## config.mk

```make
export PLATFORM = sky130hd
export DESIGN_NAME = spdif_rx
export DESIGN_NICKNAME = d
export VERILOG_FILES = /design/src/rtl/spdif_rx.sv
export SDC_FILE = /design/constraint.sdc
export NUM_CORES = 1
export LEC_CHECK = 0
export ABC_AREA = 1
export CORE_ASPECT_RATIO = 1.1
export CORE_MARGIN = 2
export CORE_UTILIZATION = 30
export DETAILED_ROUTE_END_ITERATION = 6
export GPL_TIMING_DRIVEN = 0
export PLACE_DENSITY = 0.55
export RECOVER_POWER = 25
export REMOVE_ABC_BUFFERS = 1
export SKIP_CTS_REPAIR_TIMING = 1
export SLEW_MARGIN = 40
export SYNTH_ARGS = -nofsm -noshare
export SYNTH_HDL_FRONTEND = slang
export SYNTH_SLANG_ARGS = --single-unit
```

## constraint.sdc

```tcl
create_clock -name clk -period 4.4 [get_ports clk]
set_clock_uncertainty 0.1 [all_clocks]
set_input_delay 0.88 -clock clk [delete_from_list [all_inputs] [get_ports clk]]
set_output_delay 0.88 -clock clk [all_outputs]
set_load 0.03 [all_outputs]
```

## src/rtl/spdif_rx.sv

```systemverilog
// S/P DIF (IEC 60958 consumer) receiver: oversampled biphase-mark decode with
// pulse-width classification, B/M/W preamble match and 24-bit sample output.
module spdif_rx #(
    parameter int unsigned HALF_CYCLES = 8
) (
    input  logic        clk,
    input  logic        rst_n,
    input  logic        spdif_in,
    output logic [23:0] sample,
    output logic        channel,
    output logic        block_start,
    output logic        v_bit,
    output logic        u_bit,
    output logic        c_bit,
    output logic        parity_err,
    output logic        sample_valid,
    output logic        code_err,
    output logic        locked
);
    localparam int unsigned CW = $clog2(4 * HALF_CYCLES + 1);
    localparam logic [CW-1:0] SAT = CW'(4 * HALF_CYCLES);
    localparam logic [CW-1:0] T_S = CW'(HALF_CYCLES / 2);
    localparam logic [CW-1:0] T_M = CW'((3 * HALF_CYCLES) / 2);
    localparam logic [CW-1:0] T_L = CW'((5 * HALF_CYCLES) / 2);
    localparam logic [CW-1:0] T_G = CW'((7 * HALF_CYCLES) / 2);

    typedef enum logic [1:0] {HUNT, PRE, DATA} state_t;
    typedef enum logic [1:0] {P_GLITCH, P_S, P_M, P_L} pulse_t;

    logic          sync1, sync2, sync3, edge_det, edge_q;
    logic [CW-1:0] width;
    pulse_t        cls, cls_q;

    state_t        state, state_nxt;
    logic [1:0]    pre_idx, pre_idx_nxt;
    pulse_t        pre_p1, pre_p1_nxt;
    logic          ch_pend, ch_pend_nxt, blk_pend, blk_pend_nxt;
    logic [4:0]    slot, slot_nxt;
    logic          half_pend, half_pend_nxt;
    logic [26:0]   shreg, shreg_nxt;
    logic          par, par_nxt;
    logic [1:0]    good_cnt, good_cnt_nxt;
    logic          locked_nxt, strobe, err, match, bit_ok, bit_val;

    assign edge_det = sync2 ^ sync3;

    always_comb begin
        cls = P_GLITCH;
        if (width >= T_S && width < T_M)      cls = P_S;
        else if (width >= T_M && width < T_L) cls = P_M;
        else if (width >= T_L && width < T_G) cls = P_L;
    end

    always_ff @(posedge clk or negedge rst_n) begin
        if (!rst_n) begin
            sync1  <= 1'b0;
            sync2  <= 1'b0;
            sync3  <= 1'b0;
            width  <= '0;
            edge_q <= 1'b0;
            cls_q  <= P_GLITCH;
        end else begin
            sync1  <= spdif_in;
            sync2  <= sync1;
            sync3  <= sync2;
            edge_q <= edge_det;
            cls_q  <= cls;
            if (edge_det)         width <= CW'(1);
            else if (width < SAT) width <= width + CW'(1);
        end
    end

    always_comb begin
        state_nxt     = state;
        pre_idx_nxt   = pre_idx;
        pre_p1_nxt    = pre_p1;
        ch_pend_nxt   = ch_pend;
        blk_pend_nxt  = blk_pend;
        slot_nxt      = slot;
        half_pend_nxt = half_pend;
        shreg_nxt     = shreg;
        par_nxt       = par;
        strobe        = 1'b0;
        err           = 1'b0;
        match         = 1'b0;
        bit_ok        = 1'b0;
        bit_val       = 1'b0;
        if (edge_q) begin
            case (state)
                HUNT: if (cls_q == P_L) begin
                    state_nxt   = PRE;
                    pre_idx_nxt = 2'd1;
                end
                PRE: begin
                    // Second pulse selects the candidate preamble; the last one confirms it.
                    case (pre_idx)
                        2'd0:    match = (cls_q == P_L);
                        2'd1:    match = (cls_q != P_GLITCH);
                        2'd2:    match = (cls_q == P_S);
                        default: match = (pre_p1 == P_S && cls_q == P_L) ||
                                         (pre_p1 == P_L && cls_q == P_S) ||
                                         (pre_p1 == P_M && cls_q == P_M);
                    endcase
                    if (!match) begin
                        err = 1'b1;
                        if (cls_q == P_L) pre_idx_nxt = 2'd1;
                        else              state_nxt   = HUNT;
                    end else if (pre_idx == 2'd3) begin
                        state_nxt     = DATA;
                        slot_nxt      = 5'd4;
                        half_pend_nxt = 1'b0;
                        par_nxt       = 1'b0;
                        ch_pend_nxt   = (pre_p1 == P_M);
                        blk_pend_nxt  = (pre_p1 == P_S);
                    end else begin
                        pre_idx_nxt = pre_idx + 2'd1;
                        if (pre_idx == 2'd1) pre_p1_nxt = cls_q;
                    end
                end
                DATA: begin
                    case (cls_q)
                        P_S: begin
                            half_pend_nxt = ~half_pend;
                            bit_ok        = half_pend;
                            bit_val       = 1'b1;
                        end
                        P_M: begin
                            if (half_pend) begin
                                err       = 1'b1;
                                state_nxt = HUNT;
                            end else begin
                                bit_ok = 1'b1;
                            end
                        end
                        P_L: begin
                            err         = 1'b1;
                            state_nxt   = PRE;
                            pre_idx_nxt = 2'd1;
                        end
                        default: begin
                            err       = 1'b1;
                            state_nxt = HUNT;
                        end
                    endcase
                end
                default: state_nxt = HUNT;
            endcase
            // Slot 31 (parity) is never shifted: it only closes the accumulator.
            if (bit_ok) begin
                par_nxt  = par ^ bit_val;
                slot_nxt = slot + 5'd1;
                if (slot == 5'd31) begin
                    strobe      = 1'b1;
                    state_nxt   = PRE;
                    pre_idx_nxt = 2'd0;
                end else begin
                    shreg_nxt = {bit_val, shreg[26:1]};
                end
            end
        end
    end

    always_comb begin
        good_cnt_nxt = good_cnt;
        locked_nxt   = locked;
        if (err || (strobe && par_nxt)) begin
            good_cnt_nxt = 2'd0;
            locked_nxt   = 1'b0;
        end else if (strobe) begin
            if (good_cnt != 2'd3) good_cnt_nxt = good_cnt + 2'd1;
            if (good_cnt_nxt >= 2'd2) locked_nxt = 1'b1;
        end
    end

    always_ff @(posedge clk or negedge rst_n) begin
        if (!rst_n) begin
            state        <= HUNT;
            pre_idx      <= 2'd0;
            pre_p1       <= P_GLITCH;
            ch_pend      <= 1'b0;
            blk_pend     <= 1'b0;
            slot         <= '0;
            half_pend    <= 1'b0;
            shreg        <= '0;
            par          <= 1'b0;
            good_cnt     <= 2'd0;
            locked       <= 1'b0;
            sample       <= '0;
            channel      <= 1'b0;
            block_start  <= 1'b0;
            v_bit        <= 1'b0;
            u_bit        <= 1'b0;
            c_bit        <= 1'b0;
            parity_err   <= 1'b0;
            sample_valid <= 1'b0;
            code_err     <= 1'b0;
        end else begin
            state        <= state_nxt;
            pre_idx      <= pre_idx_nxt;
            pre_p1       <= pre_p1_nxt;
            ch_pend      <= ch_pend_nxt;
            blk_pend     <= blk_pend_nxt;
            slot         <= slot_nxt;
            half_pend    <= half_pend_nxt;
            shreg        <= shreg_nxt;
            par          <= par_nxt;
            good_cnt     <= good_cnt_nxt;
            locked       <= locked_nxt;
            sample_valid <= strobe;
            code_err     <= err;
            if (strobe) begin
                sample      <= shreg[23:0];
                v_bit       <= shreg[24];
                u_bit       <= shreg[25];
                c_bit       <= shreg[26];
                channel     <= ch_pend;
                block_start <= blk_pend;
                parity_err  <= par_nxt;
            end
        end
    end
endmodule

```

==> flow_summary.toml, run 1 <==
[status]
status = "finished with violations"
violations = "max-capacitance violations, max-slew violations"

[grt]
grt_pass1_vias = 2886
grt_usage_pct = 11.6
grt_overflow = 0
grt_antenna_before_repair = 0
grt_pass1_wl_um = 13600
grt_start_max_net_pins = 61

[setup_path]
crit_chain = "inv_1, ha_1, inv_1, nor2_2, nand2_2, nand2_2, inv_2, nor2_8, nand2_4, inv_2, nand3_1, nand2_1, o21ai_1"
endpoint_kind = "flip-flop"
timing.rr.end = "locked$_DFFE_PN0P_"
worstSetupStartpointType = "flip-flop"
worstPathArrival_ns = 2.88
required_ns = 4.51
cp_num_buf_inv = 4
r2r-start = "state[0]$_DFFE_PN0P_"
crit_slowest_cell = "dfrtp_1"
path_class = "reg2reg"
r2r_slack_ns = 1.64
rr_worst_depth = 13
slowest_delay_ns = 0.44
path_delay_family = "simple AND/OR/NAND/NOR gates"
crit_fanout = 53

[yosys]
yosys_warnings = 0
synth_top_area_cell = "dfrtp_1"
synth-async-reset-ratio_pct = 100
synth_flop_cell = "dfrtp_1"
synth_seq_cells = 89
synthDistinctLibCells = 33
syn_area_per_cell_um2 = 8.82
yosysMostFrequentCell = "nand2_1"
synth_common_cells = "nand2_1 (130), dfrtp_1 (89), inv_1 (56)"
synth_top_area_share_pct = 55.9
ys_seq_area_share_pct = 55.9
postSynthCellCount = 452
synth-edff-count = 0
ys_top_cells_by_area = "dfrtp_1 (56%), nand2_1 (12%), inv_1 (5.3%), o21ai_1 (4.6%), nor2_1 (2.5%)"
synth_area_um2 = 3990

[pwr]
ir_drop_mv = 0.219
p_per_area_nw_per_um2 = 375
total_power_mw = 1.80
p_leak_nw = 2.26

[hold_path]
hold_class = "reg2reg"
hold_depth = 0
holdCritStartpoint = "sync1$_DFF_PN0_"
holdPathEnd = "sync2$_DFF_PN0_"

[floorplanning]
die_h_um = 125
die_area_um2 = 14200
placement_rows = 44
core_um2 = 13100
pin_count = 36
die_w_um = 114
start_util_pct = 30.4

[place]
gp_congestion = 0.791
hpwl_um = 5090
numPortBuffers = 35
dpl_cell_area_um2 = 4490

[detailed_routing]
wl_per_cell_um = 11.7
routed_wl_um = 7630
drc = 0
ant_nets = 0
first_pass_iters = 5
vias = 2971
avgViaCountPerCell = 4.55
drt-initial-drc-count = 116

[clock_network]
cts.sinks = 89
cts_htree_levels = 3
clockBufferDepth = 2
clock_latency_ns = 0.33
clk_pin_slew_worst_paths_ns = 0.06
cts_buffers = 9
clk_root_buffer_cell = "clkbuf_16"
cts_tree = "built"

[sta]
slew_headroom_pct = -14.9
max_clock_freq_ghz = 0.362
hold_viol_final = 0
drv_slew = 30
worst_slew_pin_slew_ns = 1.72
min_period_over_period_pct = 62.8
setup_viol_count_final = 0
rsz0062_at_grt = "false"
finalSetupTns_ns = 0
min_period_ns = 2.76

[final_layout]
nFillCells = 1364
diodes = 0
design_area_um2 = 4800
area_growth_pct = 20.3
multiInputGateArea_um2 = 1450
nets = 498
seq_area_um2 = 2230
drive_gt1_share_pct = 9.76

[run]
drv_cap = 1
-- area by class of cell --
cell class	count	share of cell area (%)
well taps	161	4.20
clock buffers	12	4.93
flip-flops and latches	89	46.4
repair buffers	36	7.75
inverters	61	4.77
clock inverters	4	1.59
multi-input cells	290	30.3
-- logic make-up after synthesis --
kind of cell | after synthesis | synth area share [%]
compound gates | 88 | 12.9
xor+xnor | 1 | 0.220
fa+ha+maj | 8 | 2.51
buf+inv | 73 | 7.66
flops | 89 | 55.9
simple gates | 193 | 20.8
-- layout by cell type, fill, tap and decap left out, types with 2 or more instances in the layout --
cell	instances
o21ai_2	7
nor2_1	27
clkbuf_16	9
nand2_1	130
inv_1	56
nand2_2	3
a21oi_2	8
dfrtp_1	89
nor3_1	10
nor2_4	2
a31oi_1	3
nor2_2	5
clkbuf_1	4
nand4_1	2
inv_2	5
clkdlybuf4s50_1	33
o21ai_1	37
ha_1	8
bufinv_16	2
a21oi_1	9
nand3_1	8
o22ai_1	2
nand2_4	2
o21ai_0	18
-- worst register-to-register path, delay by kind of cell, from the launching register on --
kind	cells	cell delay [ns]
flip-flops	1	0.44
AO/OA/AOI/OAI	1	0.06
buffers and inverters	4	0.67
adder cells (fa/ha/maj)	1	0.28
AND/OR/NAND/NOR	7	1.10
-- per-layer routing --
layer,vias to the layer above,wire length (µm),track usage (%)
met2,49,3680,19.3
met1,1412,3620,15.4
met4,0,67,3.44
met5,-,0,0
met3,5,267,2.48
li1,1505,-,-
-- stage by stage --
| step | setup WS (ns) | cells | utilization, % | hold WS, ns |
|---|---|---|---|---|
| final | 1.64 | 653 | 36.6 | 0.257 |
| after global routing | 1.40 | 653 | 36.6 | 0.281 |
| after CTS | 1.60 | 653 | 36.7 | 0.261 |
| after detailed placement | 1.65 | 637 | 34.3 | 0.246 |
| after global placement | -0.983 | 636 | 34.1 | 0.236 |
| after floorplan | 2.21 | 440 | - | 0.231 |
-- how the worst max path moves through the flow --
stage                         start  cells after the start  slack [ns]                   to
2_1_floorplan  state[0]$_DFFE_PN0P_                     13        2.21   locked$_DFFE_PN0P_
3_3_place_gp                  rst_n                      1       -0.98  channel$_DFFE_PN0P_
3_5_place_dp   state[0]$_DFFE_PN0P_                     13        1.65   locked$_DFFE_PN0P_
4_1_cts        state[0]$_DFFE_PN0P_                     13        1.60   locked$_DFFE_PN0P_
5_1_grt        state[0]$_DFFE_PN0P_                     13        1.40   locked$_DFFE_PN0P_
6_report       state[0]$_DFFE_PN0P_                     13        1.64   locked$_DFFE_PN0P_
-- state kept, by name, indices dropped and copies added (netlist names), 2 cells and up --
name,flops
shreg,27
slot,5
width,6
sample,24
cls_q,2
pre_idx,2
good_cnt,2
state,2
pre_p1,2
-- power breakdown --
| group | leakage (nW) | internal [mW] | total (mW) | switching [mW] |
|---|---|---|---|---|
| combinational | 0.889 | 0.0393 | 0.125 | 0.0857 |
| clock | 0.147 | 0.500 | 0.805 | 0.305 |
| sequential | 1.22 | 0.841 | 0.870 | 0.0289 |
No activity file was read; power rests on OpenSTA's default activity.
==> inputs of run 2 (changes only) <==
- PLACE_DENSITY: 0.55 -> 0.57
- clock period: 4.4 -> 2.3 ns (I/O delays scaled with it)
==> flow_summary.toml, run 2 (synthesis results as in run 1) <==
[setup_path]
required_ns = 2.41
crit_start = "slot[0]$_DFFE_PN0P_"
crit_chain = "ha_1, inv_1, nor3_1, ha_2, inv_1, o21ai_2, a21oi_1, o21ai_1, o21ai_0"
path_delay_family = "adder cells"
path_class = "reg2reg"
crit_fanout = 4
worstSetupStartpointType = "flip-flop"
r2r-start = "slot[0]$_DFFE_PN0P_"
timing.rr.end = "pre_idx[1]$_DFFE_PN0P_"
cp_num_buf_inv = 2
slowest_delay_ns = 0.40
worstPathArrival_ns = 2.33
r2r_slack_ns = 0.08
crit_top_cell = "inv_1"
endpoint_kind = "flip-flop"
rr_worst_depth = 9
cp.depth = 9
cp-endpoint = "pre_idx[1]$_DFFE_PN0P_"
crit_slowest_cell = "dfrtp_1"

[detailed_routing]
avgViaCountPerCell = 4.56
first_pass_iters = 4
drt-initial-drc-count = 156
ant_nets = 0
vias = 3026
drc = 0
routed_wl_um = 8350
wl_per_cell_um = 12.6

[floorplanning]
start_util_pct = 30.4
placement_rows = 44
die_h_um = 125
pin_count = 36
die_w_um = 114
die_area_um2 = 14200
core_um2 = 13100

[grt]
grt_pass1_vias = 2837
use_met2_pct = 17.3
grt_pass1_wl_um = 13000
met1_usage_pct = 15.1
top_usage_layer = "met2"
grt_start_max_net_pins = 62
grt_usage_pct = 11.3
grt_use_met3_pct = 3.60
grt_antenna_before_repair = 0
grt_overflow = 0

[final_layout]
nFillCells = 1330
largest_reg_flops = 27
final_common_cell = "nand2_1"
area_growth_pct = 23.6
top_register = "shreg"
top_regs = "shreg x27, sample x24, width x6"
most-common-layout-cells = "nand2_1 (130), dfrtp_1 (88), inv_1 (55)"
diodes = 0
design_area_um2 = 4930
drive_gt1_share_pct = 13.3
nets = 508

[pwr]
ir_drop_mv = 0.399
p_leak_nw = 2.28
total_power_mw = 3.30
p_per_area_nw_per_um2 = 670

[sta]
rsz0062_at_grt = "true"
setup_viol_count_final = 0
worst_slew_pin_slew_ns = 0.747
hold_ws_ns = 0.253
drv_slew = 0
min_period_ns = 2.22
max_clock_freq_ghz = 0.450
hold_viol_final = 0
slew_headroom_pct = 50.2
min_period_over_period_pct = 96.7

[place]
dpl_cell_area_um2 = 4490
hpwl_um = 5000
numPortBuffers = 35
gp_congestion = 0.821

[run]
drv_cap = 0

[clock_network]
cts.sinks = 89
clockBufferDepth = 2
clk_pin_slew_worst_paths_ns = 0.06
clock_latency_ns = 0.34
cts_tree = "built"
clk_root_buffer_cell = "clkbuf_16"
cts_htree_levels = 3
cts_buffers = 9

[hold_path]
hold_class = "reg2reg"

[status]
status = "completed"
-- run 2: cell count changes in the layout (fill, tap and decap cells not counted), sizes merged --
cell         delta
clkinv          +5
bufinv          -2
inv             -2
clkinvlp        -1
dlygate4sd3     +1
buf             +5
nand2           +4
-- run 2: area by class of cell --
| class | instances | area (µm²) | share of cell area, % |
|---|---|---|---|
| tap | 161 | 201 | 4.09 |
| clock inverter | 4 | 27.5 | 0.559 |
| multi-input combinational | 294 | 1560 | 31.6 |
| sequential | 89 | 2230 | 45.2 |
| clock buffer | 12 | 256 | 5.21 |
| timing repair buffer | 42 | 412 | 8.36 |
| inverter | 61 | 241 | 4.90 |
-- run 2: through the flow --
step / setup WS, ns / utilization, % / instances / setup TNS (ns)
global placement: -2.61 / 34.1 / 636 / -235.08
floorplan: 0.115 / - / 440 / 0
detailed placement: -0.413 / 34.3 / 637 / -3.96
CTS: -0.438 / 36.4 / 653 / -5.02
finish: 0.0768 / 37.6 / 663 / 0
global route: -0.0386 / 37.6 / 663 / -0.310
-- run 2: worst min-delay path by stage --
stage                                from                     end  slack [ns]  cells past startpoint
after global placement    sync1$_DFF_PN0_         sync2$_DFF_PN0_        0.24                      0
after detailed placement  sync1$_DFF_PN0_         sync2$_DFF_PN0_        0.24                      0
after floorplan                     rst_n    blk_pend$_DFFE_PN0P_        0.06                      0
final                     sync1$_DFF_PN0_         sync2$_DFF_PN0_        0.25                      0
after global routing      sync1$_DFF_PN0_         sync2$_DFF_PN0_        0.27                      0
after CTS                           rst_n  sample[21]$_DFFE_PN0P_       -0.10                      1
-- run 2: layer usage --
layer  up-vias  wire length, µm
li1       1527                -
met4         0              146
met2        32             3750
met1      1453             4190
met3        14              271
met5         -                0
-- run 2: power breakdown --
part / switching (mW) / internal, mW / total (mW)
Combinational: 0.167 / 0.0741 / 0.241
Sequential: 0.0573 / 1.61 / 1.67
Clock: 0.599 / 0.792 / 1.39
-- run 2: worst reg2reg max path: stages, from the launching register on --
cell and delay (ns):
dfrtp_1 0.40, ha_1 0.16, inv_1 0.05, nor3_1 0.18, ha_2 0.39, inv_1 0.27, o21ai_2 0.31, a21oi_1 0.07
o21ai_1 0.07, o21ai_0 0.09
==> inputs of run 3 (changes only) <==
- CORE_ASPECT_RATIO: 1.1 -> 1.2
- CTS_CLUSTER_DIAMETER: not set -> 100
- GPL_TIMING_DRIVEN: 0 -> not set
==> flow_summary.toml, run 3 (synthesis results as in run 1) <==
[floorplanning]
die_area_um2 = 14200
core_um2 = 13100
pin_count = 36
die_h_um = 130
start_util_pct = 30.4
placement_rows = 46
die_w_um = 109

[pwr]
ir_drop_mv = 0.447
clkPwrFrac_pct = 44.2
swShare_pct = 24.6
power_frac_seq_pct = 48.5
total_power_mw = 3.44
p_int_mw = 2.59
p_comb_share_pct = 7.3
p_switching_mw = 0.844
p_per_area_nw_per_um2 = 703
p_leak_nw = 2.28

[sta]
worst_slew_pin_slew_ns = 1.19
hold_ws_ns = 0.253
slew_headroom_pct = 20.6
min_period_over_period_pct = 91.6
min_period_ns = 2.11
finalSetupTns_ns = 0
drv_slew = 0
max_clock_freq_ghz = 0.475
rsz0062_at_grt = "false"
worst_slack_ns = 0.193
hold_viol_final = 0
setup_viol_count_final = 0

[setup_path]
worstPathArrival_ns = 2.23
r2r-start = "state[0]$_DFFE_PN0P_"
crit_slowest_cell = "dfrtp_2"
r2r_slack_ns = 0.19
path_class = "reg2reg"
endpoint_kind = "flip-flop"
slowest_delay_ns = 0.44
crit_fanout = 33
required_ns = 2.42
worstSetupStartpointType = "flip-flop"
crit_chain = "inv_2, ha_4, inv_1, nor2_2, nand2_2, nand2_2, inv_2, nor2_8, nand2_8, buf_12, nor2_2, a21oi_2"
path_delay_family = "simple AND/OR/NAND/NOR gates"
timing.rr.end = "shreg[11]$_DFFE_PN0P_"
rr_worst_depth = 12
cp_num_buf_inv = 4
crit_start = "state[0]$_DFFE_PN0P_"

[final_layout]
final_cells = 666
largest_reg_flops = 27
final_common_cell = "nand2_1"
design_area_um2 = 4890
most-common-layout-cells = "nand2_1 (130), dfrtp_1 (88), inv_1 (55)"
drive_gt1_share_pct = 12.2
diodes = 0
nets = 504
area_growth_pct = 22.7
post-route-util_pct = 37.3
top_register = "shreg"
top_regs = "shreg x27, sample x24, width x6"

[detailed_routing]
drt-initial-drc-count = 150
vias = 2985
avgViaCountPerCell = 4.48
first_pass_iters = 4
drc = 0
routed_wl_um = 7880
ant_nets = 0
wl_per_cell_um = 11.8

[clock_network]
clockBufferDepth = 2
clock_latency_ns = 0.34
cts_htree_levels = 3
cts.sinks = 89
clk_root_buffer_cell = "clkbuf_16"
cts_buffers = 9
cts_tree = "built"
clk_pin_slew_worst_paths_ns = 0.07

[status]
status = "completed"

[run]
drv_cap = 0

[grt]
grt_start_max_net_pins = 48
grt_pass1_vias = 2862
grt_overflow = 0
grt_pass1_wl_um = 13500
grt_antenna_before_repair = 0
grt_usage_pct = 12.2

[place]
hpwl_um = 5340
numPortBuffers = 35
dpl_cell_area_um2 = 4540
dp_cells = 648
dp_slack_ns = 0.0942
gp_congestion = 0.898

[hold_path]
hold_class = "in2async"
-- run 3: worst max path at each step --
stage | slack [ns] | cells past startpoint | end
after floorplan | 0.11 | 13 | locked$_DFFE_PN0P_
after global placement | 0.18 | 12 | shreg[11]$_DFFE_PN0P_
after detailed placement | 0.09 | 12 | shreg[11]$_DFFE_PN0P_
after CTS | 0.06 | 12 | shreg[11]$_DFFE_PN0P_
after global routing | 0.03 | 12 | shreg[11]$_DFFE_PN0P_
final | 0.19 | 12 | shreg[11]$_DFFE_PN0P_
-- run 3: cell type report --
cell class / count / area (µm²)
clock buffers: 11 / 253
clock inverters: 5 / 62.6
fillers: 1357 / 8230
inverters: 61 / 229
multi-input cells: 290 / 1480
flip-flops and latches: 89 / 2230
well taps: 168 / 210
repair buffers: 42 / 423
-- run 3: layer usage --
layer  wire length [µm]  vias up  track usage [%]
met5                  0        -                0
met4                180        0             7.15
met3                240       14             2.20
met2               3620       59             18.8
met1               3840     1398             16.1
li1                   -     1514                -
-- run 3: power by group through the flow --
stage	clock [mW]	sequential (mW)	combinational [mW]
after floorplan	0	1.68	0.159
after detailed placement	0	1.69	0.248
after CTS	1.56	1.66	0.253
final	1.52	1.67	0.250
after global routing	1.63	1.67	0.291
after global placement	0	1.69	0.243
